`src/rtl/agc_pkg.sv`:
```
// Shared definitions for the AGC instruction sequencer: order-code fields,
// sequencer states, internal register addresses and word constants.
package agc_pkg;

    // Three-bit order codes held in B[14:12]
    localparam logic [2:0] OP_TC   = 3'd0;
    localparam logic [2:0] OP_TCF  = 3'd1;
    localparam logic [2:0] OP_RSV2 = 3'd2;
    localparam logic [2:0] OP_CA   = 3'd3;
    localparam logic [2:0] OP_CS   = 3'd4;
    localparam logic [2:0] OP_QC5  = 3'd5;
    localparam logic [2:0] OP_AD   = 3'd6;
    localparam logic [2:0] OP_MASK = 3'd7;

    // Quarter codes held in B[11:10]
    localparam logic [1:0] QC_00  = 2'd0;
    localparam logic [1:0] QC_RSV = 2'd1;
    localparam logic [1:0] QC_TS  = 2'd2;
    localparam logic [1:0] QC_XCH = 2'd3;

    typedef enum logic [3:0] {
        IDLE, FETCH, FETCH_W, DECODE, OPER, OPER_W, EXEC, WRITE, WRITE_W, HALT
    } agc_state_t;

    // Addresses that map onto internal registers instead of memory
    localparam logic [11:0] REG_A    = 12'd0;
    localparam logic [11:0] REG_L    = 12'd1;
    localparam logic [11:0] REG_Q    = 12'd2;
    localparam logic [11:0] REG_Z    = 12'd5;
    localparam logic [11:0] REG_ZERO = 12'd7;

    // One's-complement zeros in 15-bit memory format
    localparam logic [14:0] ONES_PZ = 15'o00000;
    localparam logic [14:0] ONES_NZ = 15'o77777;

    // 16-bit accumulator constants
    localparam logic [15:0] WORD_PLUS_ONE  = 16'o000001;
    localparam logic [15:0] WORD_MINUS_ONE = 16'o177776;
    localparam logic [15:0] WORD_NEG_ZERO  = 16'o177777;

    // Parity bit that gives the full 16-bit word an odd number of ones
    function automatic logic odd_par(input logic [14:0] d);
        return ~(^d);
    endfunction

    function automatic logic is_internal(input logic [11:0] k);
        return (k == REG_A) || (k == REG_L) || (k == REG_Q) ||
               (k == REG_Z) || (k == REG_ZERO);
    endfunction

endpackage

```
`src/rtl/agc_oc_add.sv`:
```
// 16-bit one's-complement adder with end-around carry. Negative zero is
// produced and passed through exactly as the carry chain yields it.
module agc_oc_add (
    input  logic [15:0] a,
    input  logic [15:0] b,
    output logic [15:0] sum
);
    logic [16:0] raw;

    // Binary add, then feed the carry out back into the low bit
    always_comb begin
        raw = {1'b0, a} + {1'b0, b};
        sum = raw[15:0] + {15'd0, raw[16]};
    end

endmodule

```
`src/rtl/agc_seq_core.sv`:
```
// Multi-cycle AGC instruction sequencer. Fetches over a req/ack memory port,
// executes a one's-complement order-code subset, and halts on bad parity.
module agc_seq_core #(
    parameter int                ADDR_W       = 12,
    parameter logic [ADDR_W-1:0] RESET_PC     = 12'o4000,
    parameter bit                PARITY_CHECK = 1'b1
) (
    input  logic              clk,
    input  logic              reset,
    input  logic              run,
    output logic              mem_req,
    output logic              mem_we,
    output logic [ADDR_W-1:0] mem_addr,
    output logic [15:0]       mem_wdata,
    input  logic              mem_ack,
    input  logic [15:0]       mem_rdata,
    output logic              retire,
    output logic              halted,
    output logic              parity_err,
    output logic              illegal_op,
    output logic [ADDR_W-1:0] dbg_z,
    output logic [15:0]       dbg_a
);
    import agc_pkg::*;

    agc_state_t        state;
    logic [15:0]       a;
    logic [14:0]       l, q, b, g, idx;
    logic              idx_pending;
    logic [ADDR_W-1:0] z;

    logic [2:0]        op;
    logic [1:0]        qc;
    logic [11:0]       k_raw;
    logic [ADDR_W-1:0] k;
    logic              is_ccs, needs_read, is_store, k_int;
    logic [14:0]       int_rd, store_w, ccs_mag;
    logic [15:0]       m_ext, add_a, add_b, add_sum, ccs_dec;
    logic              parity_fail;

    assign dbg_z = z;
    assign dbg_a = a;

    // Decode the instruction in B and derive operand address and helpers
    always_comb begin
        op         = b[14:12];
        qc         = b[11:10];
        is_ccs     = (op == OP_TCF) && (qc == QC_00);
        k_raw      = (is_ccs || op == OP_QC5) ? {2'b00, b[9:0]} : b[11:0];
        k          = ADDR_W'(k_raw);
        k_int      = is_internal(k_raw);
        is_store   = (op == OP_QC5) && qc[1];
        needs_read = is_ccs || (op == OP_CA) || (op == OP_CS) || (op == OP_AD) ||
                     (op == OP_MASK) ||
                     ((op == OP_QC5) && ((qc == QC_00) || (qc == QC_XCH)));
        case (k_raw)
            REG_A:   int_rd = {a[15], a[13:0]};
            REG_L:   int_rd = l;
            REG_Q:   int_rd = q;
            REG_Z:   int_rd = 15'(z);
            default: int_rd = ONES_PZ;
        endcase
        m_ext       = {g[14], g};
        ccs_mag     = g[14] ? ~g : g;
        store_w     = {a[15], a[13:0]};
        parity_fail = PARITY_CHECK && !(^mem_rdata);
    end

    // Steer the single adder: index add on fetch, decrement for CCS, else AD
    always_comb begin
        add_a = a;
        add_b = m_ext;
        if (state == FETCH_W) begin
            add_a = {mem_rdata[14], mem_rdata[14:0]};
            add_b = {idx[14], idx};
        end else if (is_ccs) begin
            add_a = {1'b0, ccs_mag};
            add_b = WORD_MINUS_ONE;
        end
        // |M| - 1 of a nonzero magnitude is never negative, so a -0 from
        // subtracting one from one is reported as +0
        ccs_dec = (add_sum == WORD_NEG_ZERO) ? 16'd0 : add_sum;
    end

    agc_oc_add u_add (
        .a   (add_a),
        .b   (add_b),
        .sum (add_sum)
    );

    // Sequencer FSM: fetch, operand access, execute, store, halt
    always_ff @(posedge clk or posedge reset) begin
        if (reset) begin
            state       <= IDLE;
            z           <= RESET_PC;
            a           <= '0;
            l           <= '0;
            q           <= '0;
            b           <= '0;
            g           <= '0;
            idx         <= '0;
            idx_pending <= 1'b0;
            mem_req     <= 1'b0;
            mem_we      <= 1'b0;
            mem_addr    <= '0;
            mem_wdata   <= '0;
            retire      <= 1'b0;
            halted      <= 1'b0;
            parity_err  <= 1'b0;
            illegal_op  <= 1'b0;
        end else begin
            retire     <= 1'b0;
            illegal_op <= 1'b0;
            case (state)
                IDLE: begin
                    if (run) state <= FETCH;
                end
                FETCH: begin
                    mem_req  <= 1'b1;
                    mem_we   <= 1'b0;
                    mem_addr <= z;
                    state    <= FETCH_W;
                end
                FETCH_W: begin
                    if (mem_ack) begin
                        mem_req <= 1'b0;
                        if (parity_fail) begin
                            parity_err <= 1'b1;
                            halted     <= 1'b1;
                            state      <= HALT;
                        end else begin
                            b           <= idx_pending ? add_sum[14:0] : mem_rdata[14:0];
                            idx_pending <= 1'b0;
                            z           <= z + ADDR_W'(1);
                            state       <= DECODE;
                        end
                    end
                end
                DECODE: begin
                    if (needs_read && k_int) begin
                        g     <= int_rd;
                        state <= EXEC;
                    end else if (needs_read) begin
                        state <= OPER;
                    end else begin
                        state <= EXEC;
                    end
                end
                OPER: begin
                    mem_req  <= 1'b1;
                    mem_we   <= 1'b0;
                    mem_addr <= k;
                    state    <= OPER_W;
                end
                OPER_W: begin
                    if (mem_ack) begin
                        mem_req <= 1'b0;
                        if (parity_fail) begin
                            parity_err <= 1'b1;
                            halted     <= 1'b1;
                            state      <= HALT;
                        end else begin
                            g     <= mem_rdata[14:0];
                            state <= EXEC;
                        end
                    end
                end
                EXEC: begin
                    if (is_store && k_int) begin
                        case (k_raw)
                            REG_A:   a <= {store_w[14], store_w};
                            REG_L:   l <= store_w;
                            REG_Q:   q <= store_w;
                            REG_Z:   z <= ADDR_W'(store_w);
                            default: ;
                        endcase
                    end
                    case (op)
                        OP_TC: begin
                            q <= 15'(z);
                            z <= k;
                        end
                        OP_TCF: begin
                            if (qc == QC_00) begin
                                if (g == ONES_PZ) begin
                                    a <= 16'd0;
                                    z <= z + ADDR_W'(1);
                                end else if (g == ONES_NZ) begin
                                    a <= 16'd0;
                                    z <= z + ADDR_W'(3);
                                end else if (g[14]) begin
                                    a <= ccs_dec;
                                    z <= z + ADDR_W'(2);
                                end else begin
                                    a <= ccs_dec;
                                end
                            end else begin
                                z <= k;
                            end
                        end
                        OP_CA:   a <= m_ext;
                        OP_CS:   a <= ~m_ext;
                        OP_AD:   a <= add_sum;
                        OP_MASK: a <= {a[14], a[14:0] & g};
                        OP_QC5: begin
                            case (qc)
                                QC_00: begin
                                    idx         <= g;
                                    idx_pending <= 1'b1;
                                end
                                QC_RSV: illegal_op <= 1'b1;
                                QC_TS: begin
                                    if (a[15] != a[14]) begin
                                        a <= a[15] ? WORD_MINUS_ONE : WORD_PLUS_ONE;
                                        z <= z + ADDR_W'(1);
                                    end
                                end
                                default: a <= m_ext;
                            endcase
                        end
                        default: illegal_op <= 1'b1;
                    endcase
                    if (is_store && !k_int) begin
                        mem_wdata <= {odd_par(store_w), store_w};
                        state     <= WRITE;
                    end else begin
                        retire <= 1'b1;
                        state  <= run ? FETCH : IDLE;
                    end
                end
                WRITE: begin
                    mem_req  <= 1'b1;
                    mem_we   <= 1'b1;
                    mem_addr <= k;
                    state    <= WRITE_W;
                end
                WRITE_W: begin
                    if (mem_ack) begin
                        mem_req <= 1'b0;
                        mem_we  <= 1'b0;
                        retire  <= 1'b1;
                        state   <= run ? FETCH : IDLE;
                    end
                end
                HALT: state <= HALT;
                default: state <= IDLE;
            endcase
        end
    end

endmodule

```
`config.mk`:
```
export PLATFORM = sky130hd
export DESIGN_NAME = agc_seq_core
export DESIGN_NICKNAME = d
export VERILOG_FILES = /design/src/rtl/agc_pkg.sv /design/src/rtl/agc_oc_add.sv /design/src/rtl/agc_seq_core.sv
export SDC_FILE = /design/constraint.sdc
export NUM_CORES = 1
export LEC_CHECK = 0
export CORE_AREA = 3 3 208 129
export DETAILED_ROUTE_END_ITERATION = 12
export DIE_AREA = 0 0 211 132
export PLACE_DENSITY = 0.74
export SLEW_MARGIN = 20
export SYNTH_ARGS = -nofsm -noshare
export SYNTH_HDL_FRONTEND = slang
export SYNTH_SLANG_ARGS = --single-unit
```
`constraint.sdc`:
```
create_clock -name clk -period 10.18 [get_ports clk]
set_input_delay 1.527 -clock clk [delete_from_list [all_inputs] [get_ports clk]]
set_output_delay 1.527 -clock clk [all_outputs]
set_load 0.05 [all_outputs]
```
==> results.cfg <==
[floorplanning]
ios = 82
fp.dieW_um = 211
placementRows = 45
die_area_mm2 = 0.0279
initial_core_util_pct = 44.6
die_height_um = 132
coreArea_mm2 = 0.0251

[critical_path]
timing.rr.start = b[14]$_DFFE_PP0P_
reg2regPathDepth = 23
worstSetupStartpointType = flip-flop
r2r_end = dbg_a[7]$_DFFE_PP0P_
cp.required_ps = 10500
cp_max_fo = 38
r2r_setup_slack_ps = 2580
crit_arrival_ps = 7910
crit_path_end_kind = flip-flop
crit_type = flip-flop to flip-flop

[global_routing]
grt_max_degree = 84
grt_pass1_vias = 10300
grt_pass1_wl_um = 64500
grt_overflow_total = 0
antenna_found_initial = 1
grtUsageTotal_pct = 30.2

[clock_network]
root_buffer = clkbuf_16
cts_tree = done
cts_buffers = 17
cts_setup_buffers = 0
cts_hold_buffers = 0
cts_sinks = 141
clk_latency_ps = 440
cts_max_level = 4
cts_resized = 0
cts.path.max_buffers = 2
clkTransAtPathRegs_ps = 60

[yosys]
ys_types = 81
synth_area_leaders = dfrtp_1 (31%), nand2_1 (7.2%), o21ai_0 (5.7%), xnor2_1 (4.9%), nor2_1 (4.0%)
synth_edf_count = 0
synth-seq-cells = 141
synthArstFlopShare_pct = 100
synth-warning-count = 0
synth-main-ff-cell = dfrtp_1
seq_area_frac_synth_pct = 31.6
synth_area_leader_cell = dfrtp_1
syn_nets = 1473
syn_inst = 1422
synth_area_mm2 = 0.0112
synth_top_area_share_pct = 31.3
avgSynthCellArea_um2 = 7.86

[sta]
period_needed_ps = 7600
rsz0062_at_grt = no
finalSetupTns_ps = 0
setup_viol = 0
slew_headroom_pct = 25.5
final.setup_skew_ps = 9.11
worst_pin_slew_ps = 1110
max_freq_mhz = 132
post-route-period-util_pct = 74.6
worst_slack_ps = 2580
slew_viol_final = 0
finalHoldViolations = 0

[final_layout]
layout_common_cells = nand2_1 (215), dfrtp_1 (139), o21ai_0 (128)
final_common_cell = nand2_1
antenna_cells = 0
syn2layout_area_growth_pct = 14.3
fillers = 2341
instances_no_fill = 1760
nets = 1469
drive_gt1_share_pct = 8.18

[routing]
via_count = 11400
routed_wl_um = 42600
drc_errors = 0
vias_per_cell = 6.47
post_drt_wl_per_cell_um = 24.2
first_pass_iters = 7
drtIter0Drc = 1909
drtAntennaViolNets = 0

[outcome]
status = completed

[min_path]
worstHoldStart = mem_addr[9]$_DFFE_PP0P_
holdPathEnd = mem_addr[9]$_DFFE_PP0P_
hp-class = flip-flop to flip-flop
hold_depth = 2

[placed_design]
dp_cells = 1728
gp_congestion = 1.02
numPortBuffers = 81
pre_cts_ws_ps = 3020
hpwl_um = 30400

[power_and_ir_drop]
power_density_mw_per_mm2 = 414
p_leak_uw = 0.00501
ir_drop_uv = 208

[flow_run]
drv_cap = 0
-- per-layer routing --
layer	part of all wire, %	wire length, um	track usage (%)	vias to the layer above
met2	38	16300	38.8	731
met1	44	18600	45.2	5441
met5	0.031	13	0	-
li1	-	-	-	5130
met3	16	6710	13.8	80
met4	2.3	989	7.06	2
-- through the flow --
stage / utilization, % / hold slack [ps] / total power [uW] / area (um^2)
finish: 51.0 / 476 / 5280 / 12800
global route: 51.0 / 495 / 5560 / 12800
CTS: 51.0 / 478 / 5150 / 12800
detailed placement: 48.4 / 463 / 4440 / 12100
global placement: 48.4 / 450 / 4410 / 12100
floorplan: - / 439 / 3410 / 11200
-- cells in the mapped netlist (23+ instances only) --
master    count
a21oi_1      89
a22oi_1      46
a31oi_1      33
clkbuf_1    115
dfrtp_1     140
ha_1         30
mux2_2       31
mux2i_1      40
nand2_1     215
nand3_1      34
nor2_1      119
nor3_1       23
o21ai_0     128
xnor2_1      63
-- final cells by class --
type | count | area, um^2 | share of cell area (%)
timing repair buffer | 111 | 1040 | 8.11
multi-input combinational | 1124 | 7070 | 55.4
tap | 329 | 412 | 3.22
clock inverter | 10 | 160 | 1.25
inverter | 23 | 91.3 | 0.715
sequential | 141 | 3530 | 27.6
clock buffer | 22 | 474 | 3.71
-- cells by family after synthesis --
family	share of synthesized area [%]
buffers and inverters	5.42
multiplexers	6.70
AO/OA/AOI/OAI	26.3
AND/OR/NAND/NOR	19.6
adder cells (fa/ha/maj)	3.54
flip-flops	31.6
XOR/XNOR	6.86
-- how the worst max path moves through the flow --
stage,slack (ps),to,startpoint,cells after the start
2_1_floorplan,4450,dbg_a[0]$_DFFE_PP0P_,g[14]$_DFFE_PP0P_,27
3_3_place_gp,3200,dbg_a[14]$_DFFE_PP0P_,b[14]$_DFFE_PP0P_,23
3_5_place_dp,3020,dbg_a[14]$_DFFE_PP0P_,b[14]$_DFFE_PP0P_,23
4_1_cts,2920,dbg_a[14]$_DFFE_PP0P_,b[14]$_DFFE_PP0P_,23
5_1_grt,2270,dbg_a[14]$_DFFE_PP0P_,b[14]$_DFFE_PP0P_,23
6_report,2580,dbg_a[7]$_DFFE_PP0P_,b[14]$_DFFE_PP0P_,23
-- power by group --
part           leakage (uW)  switching [uW]  internal [uW]
logic               0.00287            2330           1240
registers           0.00183             324            708
clock network      0.000310             257            430
-- flip-flops by register name, summed over array words and instances, names as in the netlist, 4 cells and up --
register,count
mem_wdata,16
b,15
state,4
idx,15
q,15
g,15
dbg_z,12
dbg_a,16
mem_addr,12
l,15
-- critical path, cell delays in order, from the launching register on --
cell and delay, ps:
dfrtp_1 690, inv_1 530, nand3_1 180, buf_4 430
nand2_1 520, o22a_1 350, ha_1 410, a211o_1 340
a211oi_2 370, a21oi_1 160, o31a_1 300, o21a_1 160
o21ai_0 160, nand2b_1 170, ha_1 260, ha_1 200
and2_1 200, nor2_1 230, nand4_1 110, a2111oi_0 520
and4b_1 320, a41oi_4 320, nor2b_1 260, o221a_1 230
No activity file was read; power rests on OpenSTA's default activity.
